`src/rtl/sv39_ptw_lite_pkg.sv`:
```
`default_nettype none
// ============================================================================
//  Package : riscv / sv39_ptw_lite_pkg
//  Brief   : Shared types for the SV39 page-table walker: the architectural
//            PTE layout (riscv) plus the TLB fill record, walker state and
//            page-table level encodings (sv39_ptw_lite_pkg).
//  Revision: 1.0 - initial release
// ============================================================================

package riscv;
    localparam int unsigned VLEN = 64;

    // SV39 PTE with the Svnapot N bit and Svpbmt field in the top bits.
    typedef struct packed {
        logic        n;
        logic [1:0]  pbmt;
        logic [6:0]  reserved;
        logic [43:0] ppn;
        logic [1:0]  rsw;
        logic        d;
        logic        a;
        logic        g;
        logic        u;
        logic        x;
        logic        w;
        logic        r;
        logic        v;
    } pte_t;
endpackage

package sv39_ptw_lite_pkg;
    // The fill record carries the widest supported ASID; narrower ASIDs
    // are zero-extended into it.
    localparam int unsigned ASID_W_MAX = 16;

    typedef enum logic [1:0] {
        L1G = 2'd0,
        L2M = 2'd1,
        L4K = 2'd2
    } ptw_lvl_e;

    typedef enum logic [2:0] {
        IDLE        = 3'd0,
        WAIT_GNT    = 3'd1,
        WAIT_RVALID = 3'd2,
        DONE        = 3'd3,
        FLUSHING    = 3'd4
    } ptw_state_e;

    typedef struct packed {
        logic                  valid;
        logic                  is_1G;
        logic                  is_2M;
        logic [26:0]           vpn;
        logic [ASID_W_MAX-1:0] asid;
        riscv::pte_t           content;
    } tlb_update_t;

    // VPN slice indexing the page table at the given level.
    function automatic logic [8:0] vpn_slice(input logic [riscv::VLEN-1:0] va,
                                             input ptw_lvl_e lvl);
        logic [8:0] s;
        case (lvl)
            L1G:     s = va[38:30];
            L2M:     s = va[29:21];
            default: s = va[20:12];
        endcase
        return s;
    endfunction
endpackage

`default_nettype wire

```
`src/rtl/sv39_ptw_lite_pte_check.sv`:
```
`default_nettype none
// ============================================================================
//  Module  : sv39_ptw_lite_pte_check
//  Brief   : Combinational classification of one PTE at a given walk level:
//            fault, descend to the next level, or accept as a leaf (with the
//            leaf contents, NAPOT-adjusted when enabled).
//  Config  : SVNAPOT_EN - accept 64 KiB NAPOT 4K leaves.
//  Revision: 1.0 - initial release
// ============================================================================

module sv39_ptw_lite_pte_check
    import sv39_ptw_lite_pkg::*;
(
    input  riscv::pte_t pte_i,
    input  ptw_lvl_e    level_i,
`ifdef SVNAPOT_EN
    input  logic [3:0]  va_idx_i,     // vaddr[15:12], selects the 4K page in a NAPOT block
`endif
    output logic        fault_o,
    output logic        descend_o,
    output riscv::pte_t content_o
);

    logic leaf_ok;

    // Decode the PTE: invalid/reserved encodings fault, pointers descend,
    // leaves are checked for A bit, superpage alignment and the N bit.
    always_comb begin
        fault_o   = 1'b0;
        descend_o = 1'b0;
        leaf_ok   = 1'b0;
        content_o = pte_i;
        if (!pte_i.v || (!pte_i.r && pte_i.w)) begin
            fault_o = 1'b1;
        end else if (!pte_i.r && !pte_i.x) begin
            if (level_i == L4K) fault_o   = 1'b1;
            else                descend_o = 1'b1;
        end else begin
            leaf_ok = 1'b1;
            if (!pte_i.a)                                    leaf_ok = 1'b0;
            if ((level_i == L1G) && (pte_i.ppn[17:0] != '0)) leaf_ok = 1'b0;
            if ((level_i == L2M) && (pte_i.ppn[8:0]  != '0)) leaf_ok = 1'b0;
            if (pte_i.n) begin
`ifdef SVNAPOT_EN
                // A NAPOT 64 KiB page is filled as the single 4K page hit.
                if ((level_i == L4K) && (pte_i.ppn[3:0] == 4'b1000)) begin
                    content_o.ppn[3:0] = va_idx_i;
                    content_o.n        = 1'b0;
                end else begin
                    leaf_ok = 1'b0;
                end
`else
                leaf_ok = 1'b0;
`endif
            end
            fault_o = !leaf_ok;
        end
    end

endmodule

`default_nettype wire

```
`src/rtl/sv39_ptw_lite.sv`:
```
`default_nettype none
// ============================================================================
//  Module  : sv39_ptw_lite
//  Brief   : Single-walk SV39 hardware page-table walker. Walks the table via
//            a req/gnt/rvalid read port and emits one TLB fill per successful
//            walk or a one-cycle page-fault pulse.
//  Config  : SVNAPOT_EN - accept 64 KiB NAPOT 4K leaves.
//  Revision: 1.0 - initial release
// ============================================================================

module sv39_ptw_lite
    import sv39_ptw_lite_pkg::*;
#(
    parameter int unsigned ASID_WIDTH = 1
) (
    input  logic                   clk_i,
    input  logic                   rst_ni,
    input  logic                   flush_i,
    input  logic                   enable_translation_i,
    input  logic                   miss_i,
    input  logic [riscv::VLEN-1:0] miss_vaddr_i,
    input  logic [ASID_WIDTH-1:0]  asid_i,
    input  logic [43:0]            satp_ppn_i,
    output logic                   mem_req_o,
    output logic [55:0]            mem_addr_o,
    input  logic                   mem_gnt_i,
    input  logic                   mem_rvalid_i,
    input  logic [63:0]            mem_rdata_i,
    output tlb_update_t            update_o,
    output logic                   busy_o,
    output logic                   fault_o,
    output logic [riscv::VLEN-1:0] fault_vaddr_o
);

    ptw_state_e              state_q;
    ptw_lvl_e                level_q;
    logic [43:0]             ptr_q;
    logic [riscv::VLEN-1:0]  vaddr_q;
    logic [ASID_W_MAX-1:0]   asid_q;
    tlb_update_t             update_q;
    logic                    fault_q;
    logic [riscv::VLEN-1:0]  fault_vaddr_q;

    riscv::pte_t             w_pte;
    riscv::pte_t             w_content;
    logic                    w_fault;
    logic                    w_descend;

    assign w_pte = riscv::pte_t'(mem_rdata_i);

    sv39_ptw_lite_pte_check u_pte_check (
        .pte_i     (w_pte),
        .level_i   (level_q),
`ifdef SVNAPOT_EN
        .va_idx_i  (vaddr_q[15:12]),
`endif
        .fault_o   (w_fault),
        .descend_o (w_descend),
        .content_o (w_content)
    );

    assign mem_req_o     = (state_q == WAIT_GNT);
    assign mem_addr_o    = {ptr_q, vpn_slice(vaddr_q, level_q), 3'b000};
    assign busy_o        = (state_q != IDLE);
    assign update_o      = update_q;
    assign fault_o       = fault_q;
    assign fault_vaddr_o = fault_vaddr_q;

    // Walker FSM with registered fill/fault outputs.
    always_ff @(posedge clk_i or negedge rst_ni) begin
        if (!rst_ni) begin
            state_q       <= IDLE;
            level_q       <= L1G;
            ptr_q         <= '0;
            vaddr_q       <= '0;
            asid_q        <= '0;
            update_q      <= '0;
            fault_q       <= 1'b0;
            fault_vaddr_q <= '0;
        end else begin
            update_q.valid <= 1'b0;
            fault_q        <= 1'b0;
            case (state_q)
                IDLE: begin
                    if (miss_i && enable_translation_i && !flush_i) begin
                        vaddr_q <= miss_vaddr_i;
                        asid_q  <= ASID_W_MAX'(asid_i);
                        level_q <= L1G;
                        ptr_q   <= satp_ppn_i;
                        state_q <= WAIT_GNT;
                    end
                end
                WAIT_GNT: begin
                    // A request granted in the flush cycle still returns data,
                    // so it must be swallowed before going idle.
                    if (flush_i)        state_q <= mem_gnt_i ? FLUSHING : IDLE;
                    else if (mem_gnt_i) state_q <= WAIT_RVALID;
                end
                WAIT_RVALID: begin
                    if (flush_i) begin
                        state_q <= mem_rvalid_i ? IDLE : FLUSHING;
                    end else if (mem_rvalid_i) begin
                        if (w_fault) begin
                            fault_q       <= 1'b1;
                            fault_vaddr_q <= vaddr_q;
                            state_q       <= IDLE;
                        end else if (w_descend) begin
                            ptr_q   <= w_pte.ppn;
                            level_q <= (level_q == L1G) ? L2M : L4K;
                            state_q <= WAIT_GNT;
                        end else begin
                            update_q <= '{valid:   1'b1,
                                          is_1G:   (level_q == L1G),
                                          is_2M:   (level_q == L2M),
                                          vpn:     vaddr_q[38:12],
                                          asid:    asid_q,
                                          content: w_content};
                            state_q  <= DONE;
                        end
                    end
                end
                // The fill is presented during DONE; a flush here simply
                // returns to idle along with the normal path.
                DONE: begin
                    state_q <= IDLE;
                end
                FLUSHING: begin
                    if (mem_rvalid_i) state_q <= IDLE;
                end
                default: begin
                    state_q <= IDLE;
                end
            endcase
        end
    end

endmodule

`default_nettype wire
```
`config.mk`:
```
export PLATFORM = sky130hd
export DESIGN_NAME = sv39_ptw_lite
export DESIGN_NICKNAME = d
export VERILOG_FILES = /design/src/rtl/sv39_ptw_lite_pkg.sv /design/src/rtl/sv39_ptw_lite_pte_check.sv /design/src/rtl/sv39_ptw_lite.sv
export SDC_FILE = /design/constraint.sdc
export NUM_CORES = 1
export LEC_CHECK = 0
export ABC_AREA = 1
export CORE_UTILIZATION = 40
export DETAILED_ROUTE_END_ITERATION = 10
export DONT_BUFFER_PORTS = 1
export PLACE_DENSITY = 0.63
export SYNTH_ARGS = -nofsm -noshare
export SYNTH_HDL_FRONTEND = slang
export SYNTH_SLANG_ARGS = --single-unit
```
`constraint.sdc`:
```
create_clock -name clk_i -period 2.8 [get_ports clk_i]
set_clock_uncertainty 0.1 [all_clocks]
set_input_delay 0.56 -clock clk_i [delete_from_list [all_inputs] [get_ports clk_i]]
set_output_delay 0.56 -clock clk_i [all_outputs]
set_load 0.05 [all_outputs]
```
==> results <==
- The total wire length after detailed routing is between 30 and 40 mm.
- The launch instance of the worst register-to-register path is state_q[2]$_DFFE_PN0P_.
- After detailed placement, the design holds a cell count of between 1500 and 2000.
- In the routed design, unresolved DRC markers number 0.
- The number of maximum-capacitance violations is 0.
- Counting every instance in the synthesized netlist gives 1236.
- The via count of the first global-routing pass is slightly above 8000.
- The number of register bits inferred by synthesis is 274.
- Sorting the synthesized cells by area gives the leading types as dfrtp_1, nand2_1, nand4_1.
- The final worst setup slack is about 0.23 ns.
- The total of buffers placed on input and output ports is 0.
- In this run the power spent charging and discharging nets is 7.546 mW.
- The initial antenna violation count is 1.
- The post-detailed-route wirelength per cell is roughly 20 um.
- The H-tree level count is 1.
- The detailed router finished its first iteration with approximately 540 violations.
- In this run the horizontal extent of the chip is ~170 um.
- The starting density of the core is 41.15%.
- In the synthesized netlist the dominant register cell turns out to be dfrtp_1.
- Cells fill 45.52% of the core in the end.
- The post-placement cell area is approximately 12000 um^2.
- After detailed routing, the met3 layer carries about 3.4 mm of wire.
- The fraction of final layout cells with drive strength greater than 1 is between 10% and 20%.
- The data arrival time of the critical path is 1.91 ns.
- The final reports fail on hold timing.
- The die outline height is 172.2 um.
- The fraction of synthesized cell area taken by the top area cell type is approximately three fifths.
- In this run the register-to-register setup slack is 0.55 ns.
- The highest metal layer carrying signal wires in the routed design is met4.
- The run finished, with violations left.
- The floorplan step defined a core boundary enclosing 28160 um^2.
- The total routed wire length on the met1 layer is approximately 13 mm.
- Detailed routing inserted a total of 8463 vias.
- The endpoint type of the worst setup path is an output port.
- In the synthesized netlist, the cells that appear most often are nand2_1, dfrtp_1, nor2_1.
- around 410 I/O pins were placed.
- The cell type contributing the most total cell area after synthesis is dfrtp_1.
- The number of warnings reported in the yosys synthesis log is 0.
- Based on the critical path, the design can be clocked at up to between 0.3 and 0.4 GHz.
- The number of nets at the end of the flow is about 1400.
- The clock latency at the later pin of the worst-skew pair is roughly 0.56 ns.
- The max-slew violation total from the final report is 0.
- The placement row count is between 60 and 70.
- The fraction of power consumed by combinational cells is 23.6%.
- The internal power of the cells totals ~8.6 mW.
- The largest net degree at the start of global routing is around 280.
- Setup violations remaining at the end of the flow were counted as 0.
- Buffers inserted to repair hold after CTS numbered 1.
- Sequential cells account for a little over half of the total power.
- After routing the design area is around 13000 um^2.
- The maximum ir drop on the vdd rail is approximately 1.0 mV.
- The number of filler cells placed in the layout is around 2700.
- Detailed routing placed a total of 15.31 mm of wire on met2.
- The number of enable flip-flop cells after synthesis is 0.
- From synthesis to final layout, the design area changed by 10.61%.
- The area occupied by registers is around 6900 um^2.
- The power per unit of standard cell area is approximately 1300 nW/um^2.
- The normalized max-slew margin is 40.88%.
- Along the worst path, the maximum fanout reaches 10.
- For this run, the total global-route usage over all layers was measured as a little over a fifth.
- The total iterations of the first detailed-routing run is 4.
- The portion of the post-synthesis area used by sequential elements is around three fifths.
- The number of hold violations in the final report is approximately 270.
- The worst setup path is launched from a register.
- Hold timing on the final database bottoms out at a slack of -0.3924 ns.
- In this run the worst hold path is classified as input pin to asynchronous set/reset pin.
- The first global-routing pass estimated 48.11 mm of wire.
- The pre-CTS setup slack is approximately 0.45 ns.
- The clock drives between 200 and 300 sinks.
- The mean instance size in the synthesized netlist is 9.377 um^2.
- The cell at the root of the clock tree is clkbuf_16.
- Setup repair after global routing left no endpoint under its margin.
- The share of total power dissipated in the clock network is between 20% and 30%.
- The worst path needs approximately 2.6 ns of the cycle, external delays included.
- Dividing the detail-routed via count by the number of cells gives between 5 and 6.
- The congestion estimate from routability-driven global placement came to 0.8530.
- The global route total overflow is 0.
- The switching part of the total is 46.69%.
- The number of different library cells in the post-synthesis netlist is 27.
- The async set-reset flop share out of synthesis is between 90% and 100%.
- The count of non-filler cells in the finished layout is 1611.
- Clock-pin slew was measured on the worst setup and hold paths at ~0.060 ns.
- The floorplan step defined a die boundary enclosing a little under 30000 um^2.
- In this run the deepest clock path goes through 3 buffers.
- The worst reg-to-reg path cell count is 8.
- At the pin with the least slew margin, the transition time is 0.8868 ns.
- The TritonCTS clock tree is yes.
- The type of the worst setup path is register to output port.
- The required time of the critical path is between 2 and 2.5 ns.
- The mapped netlist covers between 10000 and 15000 um^2.
- The leakage component of the power is 6.410 nW.
- The summed negative setup slack over all endpoints is 0 ns.
- The number of clock buffers inserted by TritonCTS is 29.
- The count of nets left with antenna violations after detail routing is 0.
- The most frequent cell after synthesis is nand2_1.
- The half-perimeter wire length after detailed placement is around 22 mm.
- The worst reg2reg path endpoint is ptr_q[4]$_DFFE_PN0P_.
- Dividing the final minimum period by the clock period gives between 90% and 100%.
- The multi-input logic area is 3966 um^2.
[kinds of logic (layout without fill, tap and decap cells)]
group                  count (synthesis)  count (layout)  share of synthesized area (%)
and+or+nand+nor                      582             582                          22.03
DFF                                  274             274                          59.16
AOI/OAI and AO/OA                    186             186                          8.777
buffers and inverters                168             147                          7.568
muxes                                 25              25                          2.429
other                                  1              19                        0.03236
[how the worst max path moves through the flow]
| stage | start | to | slack [ns] | cells after the start |
|---|---|---|---|---|
| final | level_q[1]$_DFFE_PN0P_ | mem_addr_o[8] | 0.23 | 4 |
| after global routing | level_q[1]$_DFFE_PN0P_ | mem_addr_o[8] | 0.12 | 4 |
| after CTS | level_q[1]$_DFFE_PN0P_ | mem_addr_o[8] | 0.05 | 4 |
| after detailed placement | level_q[1]$_DFFE_PN0P_ | mem_addr_o[8] | 0.45 | 4 |
| after global placement | mem_rdata_i[16] | update_o[60]$_DFFE_PN0P_ | 0.53 | 10 |
| after floorplan | state_q[2]$_DFFE_PN0P_ | state_q[1]$_DFFE_PN0P_ | 0.32 | 7 |
[layer usage]
layer	vias to the layer above	GRT usage, %
li1	3974	-
met2	345	34.82
met4	0	5.464
met5	-	0.1739
met3	44	7.507
met1	4100	26.49
[placed cells by master, fill, tap and decap left out]
cell type and n:
nand4_1 92, nand3_1 8, bufinv_16 2, clkbuf_1 7, nor2_4 2, mux2_2 25, conb_1 18, a21oi_2 12
a21boi_1 1, nor3_2 1, diode_2 1, dlygate4sd3_1 1, inv_16 1, buf_12 8, buf_4 23, o221ai_1 9
inv_2 2, nand2_1 327, nand3_4 2, nor3_1 1, inv_1 60, dfrtp_1 274, clkbuf_8 4, o21ai_1 8
clkinv_2 7, o211ai_1 2, inv_4 1, clkbuf_16 29, nand2_4 1, a21oi_1 75, nor3_4 1, nor2_1 105
o21ai_0 79, clkinv_4 2, or2_2 42
[critical path, stage by stage, from the launching register on]
cell	delay, ns
dfrtp_1	0.39
nor2_1	0.33
inv_4	0.14
o221ai_1	0.23
buf_4	0.25
[cell type report]
| type | instances | area share [%] |
|---|---|---|
| flip-flops and latches | 274 | 53.48 |
| multi-input cells | 811 | 30.94 |
| clock buffers | 40 | 6.295 |
| well taps | 378 | 3.689 |
| repair buffers | 32 | 2.674 |
| inverters | 64 | 1.903 |
| clock inverters | 11 | 0.9955 |
| diodes | 1 | 0.01952 |
[stage by stage]
step | hold slack (ns) | power (mW)
finish | -0.3924 | 16.16
global route | -0.4332 | 17.02
CTS | -0.4243 | 16.29
detailed placement | 0.1698 | 12.46
global placement | 0.1698 | 12.32
floorplan | 0.1644 | 11.28
[state kept, by name, summed over array words and instances, names as in the netlist]
register	count
level_q	2
vaddr_q	64
fault_vaddr_o	64
ptr_q	44
fault_o	1
update_o	95
asid_q	1
state_q	3
[power groups by stage]
| stage | logic [mW] | clock network [mW] | registers [mW] |
|---|---|---|---|
| floorplan | 2.98 | 0 | 8.30 |
| global placement | 3.71 | 0 | 8.60 |
| detailed placement | 3.84 | 0 | 8.62 |
| CTS | 3.84 | 3.89 | 8.56 |
| global route | 4.27 | 4.04 | 8.71 |
| finish | 3.81 | 3.80 | 8.55 |
[what timing repair did]
action | CTS | global route
pin swaps | 0 | 0
hold endpoints to repair | 275 | 274
resized for setup | 1 | 1
setup endpoints to repair | 9 | 1
setup buffers | 0 | 0
Power figures use the tool's default switching activity.
